$ cat src/rtl/inertial_integrator_cal.sv
// Pitch complementary filter: gyro integration with accelerometer leak, preceded by a
// start-up calibration that averages 2^CAL_LOG2 samples to learn both sensor offsets.
module inertial_integrator_cal #(
  parameter int unsigned       DATA_W          = 16,
  parameter int unsigned       FRAC_W          = 11,
  parameter int unsigned       CAL_LOG2        = 9,
  parameter int unsigned       FUSION_GAIN     = 1024,
  parameter int unsigned       ACC_SCALE       = 327,
  parameter int unsigned       ACC_SHIFT       = 13,
  parameter logic [DATA_W-1:0] PTCH_RT_OFF_DEF = 16'h0050,
  parameter logic [DATA_W-1:0] AZ_OFF_DEF      = 16'h00A0
) (
  input  logic              clk,
  input  logic              rst,
  input  logic              vld,
  input  logic [DATA_W-1:0] ptch_rt,
  input  logic [DATA_W-1:0] AZ,
  input  logic              cal_req,
  output logic [DATA_W-1:0] ptch,
  output logic              ptch_vld,
  output logic              cal_done,
  output logic              sat,
  output logic [DATA_W-1:0] ptch_rt_off,
  output logic [DATA_W-1:0] AZ_off
);

  localparam int unsigned AccW = DATA_W + FRAC_W;
  localparam int unsigned NxtW = AccW + 2;
  localparam int unsigned SumW = DATA_W + CAL_LOG2;

  localparam logic signed [NxtW-1:0]   AccMax = {{3{1'b0}}, {(AccW-1){1'b1}}};
  localparam logic signed [NxtW-1:0]   AccMin = {{3{1'b1}}, {(AccW-1){1'b0}}};
  localparam logic signed [NxtW-1:0]   Gain   = NxtW'(FUSION_GAIN);
  localparam logic signed [DATA_W-1:0] Scale  = DATA_W'(ACC_SCALE);

  typedef enum logic [0:0] {StCal, StRun} state_e;

  state_e                   state_q, state_d;
  logic signed [AccW-1:0]   acc_q, acc_d;
  logic [CAL_LOG2-1:0]      cnt_q, cnt_d;
  logic signed [SumW-1:0]   sum_rt_q, sum_rt_d, sum_az_q, sum_az_d;
  logic [DATA_W-1:0]        rt_off_q, rt_off_d, az_off_q, az_off_d;
  logic                     ptch_vld_q, ptch_vld_d;
  logic                     sat_q, sat_d;

  logic signed [DATA_W-1:0]   rt_s, az_s;
  logic signed [SumW-1:0]     sum_rt_inc, sum_az_inc;
  logic signed [DATA_W-1:0]   rt_comp, az_comp, ptch_acc, ptch_cur;
  logic signed [2*DATA_W-1:0] az_prod;
  logic signed [NxtW-1:0]     acc_ext, rt_ext, leak, nxt;
  logic signed [AccW-1:0]     acc_clamped;
  logic                       ovf;

  assign rt_s       = ptch_rt;
  assign az_s       = AZ;
  assign sum_rt_inc = sum_rt_q + rt_s;
  assign sum_az_inc = sum_az_q + az_s;

  // Offset-compensated inputs wrap at DATA_W by design.
  assign rt_comp  = ptch_rt - rt_off_q;
  assign az_comp  = AZ - az_off_q;
  assign az_prod  = az_comp * Scale;
  assign ptch_acc = DATA_W'(az_prod >>> ACC_SHIFT);
  assign ptch_cur = acc_q[AccW-1:FRAC_W];

  // Headroom of two bits lets the clamp see overflow in either direction.
  assign acc_ext = acc_q;
  assign rt_ext  = rt_comp;
  assign leak    = (ptch_acc > ptch_cur) ? Gain : -Gain;
  assign nxt     = acc_ext - rt_ext + leak;

  always_comb begin
    acc_clamped = nxt[AccW-1:0];
    ovf         = 1'b0;
    if (nxt > AccMax) begin
      acc_clamped = AccMax[AccW-1:0];
      ovf         = 1'b1;
    end else if (nxt < AccMin) begin
      acc_clamped = AccMin[AccW-1:0];
      ovf         = 1'b1;
    end
  end

  always_comb begin
    state_d    = state_q;
    acc_d      = acc_q;
    cnt_d      = cnt_q;
    sum_rt_d   = sum_rt_q;
    sum_az_d   = sum_az_q;
    rt_off_d   = rt_off_q;
    az_off_d   = az_off_q;
    ptch_vld_d = 1'b0;
    sat_d      = 1'b0;
    if (cal_req) begin
      // Offsets are kept until the restarted calibration completes.
      state_d  = StCal;
      acc_d    = '0;
      cnt_d    = '0;
      sum_rt_d = '0;
      sum_az_d = '0;
    end else if (vld) begin
      unique case (state_q)
        StCal: begin
          cnt_d    = cnt_q + 1'b1;
          sum_rt_d = sum_rt_inc;
          sum_az_d = sum_az_inc;
          if (cnt_q == '1) begin
            rt_off_d = DATA_W'(sum_rt_inc >>> CAL_LOG2);
            az_off_d = DATA_W'(sum_az_inc >>> CAL_LOG2);
            sum_rt_d = '0;
            sum_az_d = '0;
            acc_d    = '0;
            state_d  = StRun;
          end
        end
        StRun: begin
          acc_d      = acc_clamped;
          sat_d      = ovf;
          ptch_vld_d = 1'b1;
        end
        default: state_d = StCal;
      endcase
    end
  end

  always_ff @(posedge clk) begin
    if (rst) begin
      state_q    <= StCal;
      acc_q      <= '0;
      cnt_q      <= '0;
      sum_rt_q   <= '0;
      sum_az_q   <= '0;
      rt_off_q   <= PTCH_RT_OFF_DEF;
      az_off_q   <= AZ_OFF_DEF;
      ptch_vld_q <= 1'b0;
      sat_q      <= 1'b0;
    end else begin
      state_q    <= state_d;
      acc_q      <= acc_d;
      cnt_q      <= cnt_d;
      sum_rt_q   <= sum_rt_d;
      sum_az_q   <= sum_az_d;
      rt_off_q   <= rt_off_d;
      az_off_q   <= az_off_d;
      ptch_vld_q <= ptch_vld_d;
      sat_q      <= sat_d;
    end
  end

  assign ptch        = acc_q[AccW-1:FRAC_W];
  assign ptch_vld    = ptch_vld_q;
  assign cal_done    = (state_q == StRun);
  assign sat         = sat_q;
  assign ptch_rt_off = rt_off_q;
  assign AZ_off      = az_off_q;

endmodule

$ cat config.mk
export PLATFORM = sky130hd
export DESIGN_NAME = inertial_integrator_cal
export DESIGN_NICKNAME = d
export VERILOG_FILES = /design/src/rtl/inertial_integrator_cal.sv
export SDC_FILE = /design/constraint.sdc
export NUM_CORES = 1
export LEC_CHECK = 0
export BUFFER_PORTS_ARGS = -buffer_cell sky130_fd_sc_hd__buf_2
export CAP_MARGIN = 10
export CORE_MARGIN = 5
export CORE_UTILIZATION = 32
export CTS_CLUSTER_SIZE = 16
export DETAILED_ROUTE_END_ITERATION = 8
export GPL_TIMING_DRIVEN = 1
export PLACE_DENSITY = 0.51
export SETUP_SLACK_MARGIN = 0.2
export SYNTH_ARGS = -nofsm -noshare
export SYNTH_HDL_FRONTEND = slang
export SYNTH_SLANG_ARGS = --single-unit
$ cat constraint.sdc
create_clock -name clk -period 36.6 [get_ports clk]
set_input_delay 7.32 -clock clk [delete_from_list [all_inputs] [get_ports clk]]
set_output_delay 7.32 -clock clk [all_outputs]
set_load 0.005 [all_outputs]
==> results.rst <==
.. list-table::
   :header-rows: 1

   * - Metric
     - Value
   * - Run status
     - complete, no violations
   * - 1st-iter DRT viols
     - about 470
   * - Hold buffer count at cts
     - 0
   * - Die area
     - roughly 46000 um^2
   * - Number of rows created at floorplan
     - 74
   * - Total of flip-flops plus latches after synthesis
     - around 120
   * - Worst setup endpoint
     - acc_q[24]
   * - YS warnings
     - 0
   * - Worst reg2reg path depth
     - 49
   * - Via-per-instance ratio
     - 5.141
   * - Fraction of the yosys area taken by sequential cells
     - 18.31%
   * - DR WL/cell
     - between 15 and 20 um
   * - Final hold violation count
     - 0
   * - Net count, final
     - roughly 2000
   * - Vias in the first global route
     - ~11000
   * - Drt total wl
     - between 30000 and 40000 um
   * - Number of enable flip-flop cells after synthesis
     - 0
   * - Relative max-transition margin
     - roughly a quarter
   * - Number of nets produced by synthesis
     - 1901
   * - Leakage
     - 6.899 nW
   * - Critical path startpoint
     - AZ[1]
   * - Clock period minus worst slack
     - roughly 19 ns
   * - Max Slew Vio Count
     - 0
   * - Area post-placement
     - 14140 um^2
   * - Clock Tree Root
     - sky130_fd_sc_hd__clkbuf_16
   * - Worst supply voltage drop on vdd
     - about 38 uV
   * - Proportion of register bits with asynchronous set or reset after synthesis
     - 0%
   * - Max Freq
     - roughly 53 MHz
   * - Setup slack on the worst flop-to-flop path
     - 24.43 ns
   * - Number of instances in the placed design
     - ~2200
   * - Critical path data required time
     - approximately 37 ns
   * - Global-route wire length before repair
     - around 58000 um
   * - Number of detailed-route iterations in the first pass
     - 5
   * - GRT Max-Usage Layer
     - met2
   * - Cell with the largest stage delay on the worst path
     - sky130_fd_sc_hd__xnor2_1
   * - GP Congestion
     - approximately 0.87
   * - GR Util met1
     - 22.06%
   * - TritonCTS clock tree
     - built
   * - Final clock period utilization by the worst path
     - 51.11%
   * - Filler cell count
     - approximately 4300
   * - Max-capacitance violation count
     - 0
   * - Critical path class
     - in2reg
   * - Final Instance Count excl. Fillers
     - between 2000 and 2500
   * - Top cells by area, synth
     - sky130_fd_sc_hd__ha_1 20%, sky130_fd_sc_hd__dfxtp_1 18%, sky130_fd_sc_hd__fa_1 9.4%
   * - Maximum number of pins on one net before global-route repair
     - 49
   * - Worst endpoint data arrival time
     - 19.02 ns
   * - Most frequently used flop master after synthesis
     - sky130_fd_sc_hd__dfxtp_1
   * - Clock insertion delay at the later pin of the skew report
     - roughly 0.43 ns
   * - Gates resized, CTS repair
     - 0
   * - Post-route antenna net violation count
     - 0
   * - Setup repair after global routing missed its margin
     - no
   * - Die width
     - 213.3 um
   * - Worst-Margin Slew
     - about 1.1 ns
   * - Netlist area before placement
     - roughly 13000 um^2
   * - Top-area cell type share of the netlist area
     - just under 20%
   * - Count of buffers from port buffering
     - 86
   * - Initial antenna violation count
     - 1
   * - Detailed Place HPWL
     - ~29000 um
   * - Final-layout setup total negative slack
     - 0 ns
   * - Kind of capture point of the worst setup path
     - flip-flop
   * - Cell occurring most often along the worst timing path
     - sky130_fd_sc_hd__o21ai_0
   * - Startpoint Class
     - input port
   * - Die height
     - about 210 um
   * - Maximum count of clock buffers along a single path
     - 2
   * - Final instance area
     - around 15000 um^2
   * - Total congestion overflow after global routing
     - 0
   * - Routed via count
     - 11330
   * - Global routing met2 resource utilization
     - between 20% and 30%
   * - Met3 Usage GRT
     - roughly 2.0%
   * - Setup clock skew after layout
     - around 0.013 ns
   * - Post-CTS setup repair buffer count
     - 0
   * - Biggest area consumer among synthesized cells
     - sky130_fd_sc_hd__ha_1
   * - P per Cell Area
     - slightly below 80 nW/um^2
   * - Synthesized instance count
     - 1596
   * - Clk slew on worst S/H paths
     - about 0.06 ns
   * - CTS HTree Levels
     - 4
   * - GRT Total Usage
     - around 16%
   * - Area growth, synth to finish
     - 11.61%
   * - Fraction of final layout cells sized beyond drive strength 1
     - 9.216%
   * - Number of remaining DRC errors
     - 0
   * - R2R Path Start
     - AZ_off[1]
   * - Initial Utilization
     - roughly 32%
   * - CP max FO
     - 26
   * - Maximum cell stage delay along the critical path
     - ~0.56 ns
   * - Power consumption
     - roughly 0.0012 W
   * - Terminus of the critical flop-to-flop path
     - acc_q[24]
   * - Final worst hold slack
     - approximately 0.46 ns
   * - Avg Synthesized Cell Area
     - 8.290 um^2
   * - Post-synthesis cell type count
     - 80
   * - Number of buffers created by CTS
     - 17
   * - CTS sink cnt
     - between 100 and 150
   * - Number of primary I/O pins
     - 87
   * - Hold Crit Class
     - reg2reg
   * - Standard cell core area
     - 40830 um^2
   * - Final count of negative-setup-slack endpoints
     - 0
## critical path: cells and delay by family
family	cells	cell delay, ns
AO/OA/AOI/OAI	24	5.92
adder cells (fa/ha/maj)	9	3.44
XOR/XNOR	3	0.87
buffers and inverters	5	0.76
AND/OR/NAND/NOR	8	0.69
## cell usage in the layout (no fill, tap or decap), drive strengths merged, types with 37 or more instances in the layout
master / Yosys / final
nand3: 37 / 37
o21ai: 58 / 58
nor2: 113 / 113
a21oi: 124 / 124
nand2: 105 / 105
xnor2: 74 / 74
dfxtp: 121 / 121
inv: 203 / 204
fa: 62 / 62
buf: 27 / 98
ha: 207 / 207
## state kept, by name (all words and copies together) (netlist names)
signal	cells
cal_done	1
ptch_rt_off	16
sum_rt_q	25
sum_az_q	25
sat	1
ptch_vld	1
acc_q	27
AZ_off	16
cnt_q	9
## metal layers
metal  share of wire, %  up-vias
met5                  0        -
met4                1.2        0
met3                2.8       27
met2                 46      169
met1                 50     5376
li1                   -     5758
## synthesized netlist by cell type, drive strengths merged, types with 24 or more instances
| cell type | instances |
|---|---|
| buf | 27 |
| xnor2 | 74 |
| a221o | 24 |
| nand2 | 105 |
| nor3 | 34 |
| clkbuf | 28 |
| a21oi | 124 |
| inv | 203 |
| nand3 | 37 |
| o21ai | 58 |
| dfxtp | 121 |
| fa | 62 |
| ha | 207 |
| xor2 | 31 |
| nor2 | 113 |
| a21o | 35 |
## final cells by class
cell class / instances / area [um^2] / area share, %
Timing Repair Buffer: 98 / 520.5 / 3.525
Tap cell: 532 / 665.6 / 4.508
Clock buffer: 21 / 450.4 / 3.050
Inverter: 204 / 765.7 / 5.186
Antenna cell: 1 / 2.502 / 0.01695
Clock inverter: 11 / 170.2 / 1.152
Sequential cell: 121 / 2422 / 16.40
Multi-Input combinational cell: 1216 / 9769 / 66.16
## where the power goes
part           total, W  internal [W]  leakage [nW]  switching [W]
sequential     0.000136      0.000134         0.979     0.00000143
clock          0.000183      0.000116         0.294      0.0000673
combinational  0.000838      0.000368          5.63       0.000470
total           0.00116      0.000618          6.90       0.000539
## how the worst min path moves through the flow
stage,cells past startpoint,from,endpoint
after CTS,2,sum_rt_q[0],sum_rt_q[0]
after detailed placement,2,sum_rt_q[0],sum_rt_q[0]
final,2,sum_rt_q[0],sum_rt_q[0]
after global placement,2,sum_az_q[21],sum_az_q[21]
after global routing,2,sum_rt_q[0],sum_rt_q[0]
after floorplan,2,sum_az_q[19],sum_az_q[19]
## per-stage QoR
step | utilization [%] | worst slack [ns]
floorplan | - | 16.91
global placement | 34.64 | 17.53
detailed placement | 34.64 | 17.38
CTS | 36.16 | 17.83
global route | 36.16 | 16.81
finish | 36.16 | 17.89
## cell families (layout without fill, tap and decap cells)
logic type	after synthesis	after routing	share of synthesized area, %
DFF	121	121	18.31
muxes	5	5	0.3972
and+or+nand+nor	412	412	15.04
buffers and inverters	259	334	8.039
adders and majority gates	269	269	28.96
xor gates and xnor gates	106	106	7.131
other	0	1	0
AOI/OAI and AO/OA	424	424	22.13
Note: power is estimated with default switching activity, not from simulation.
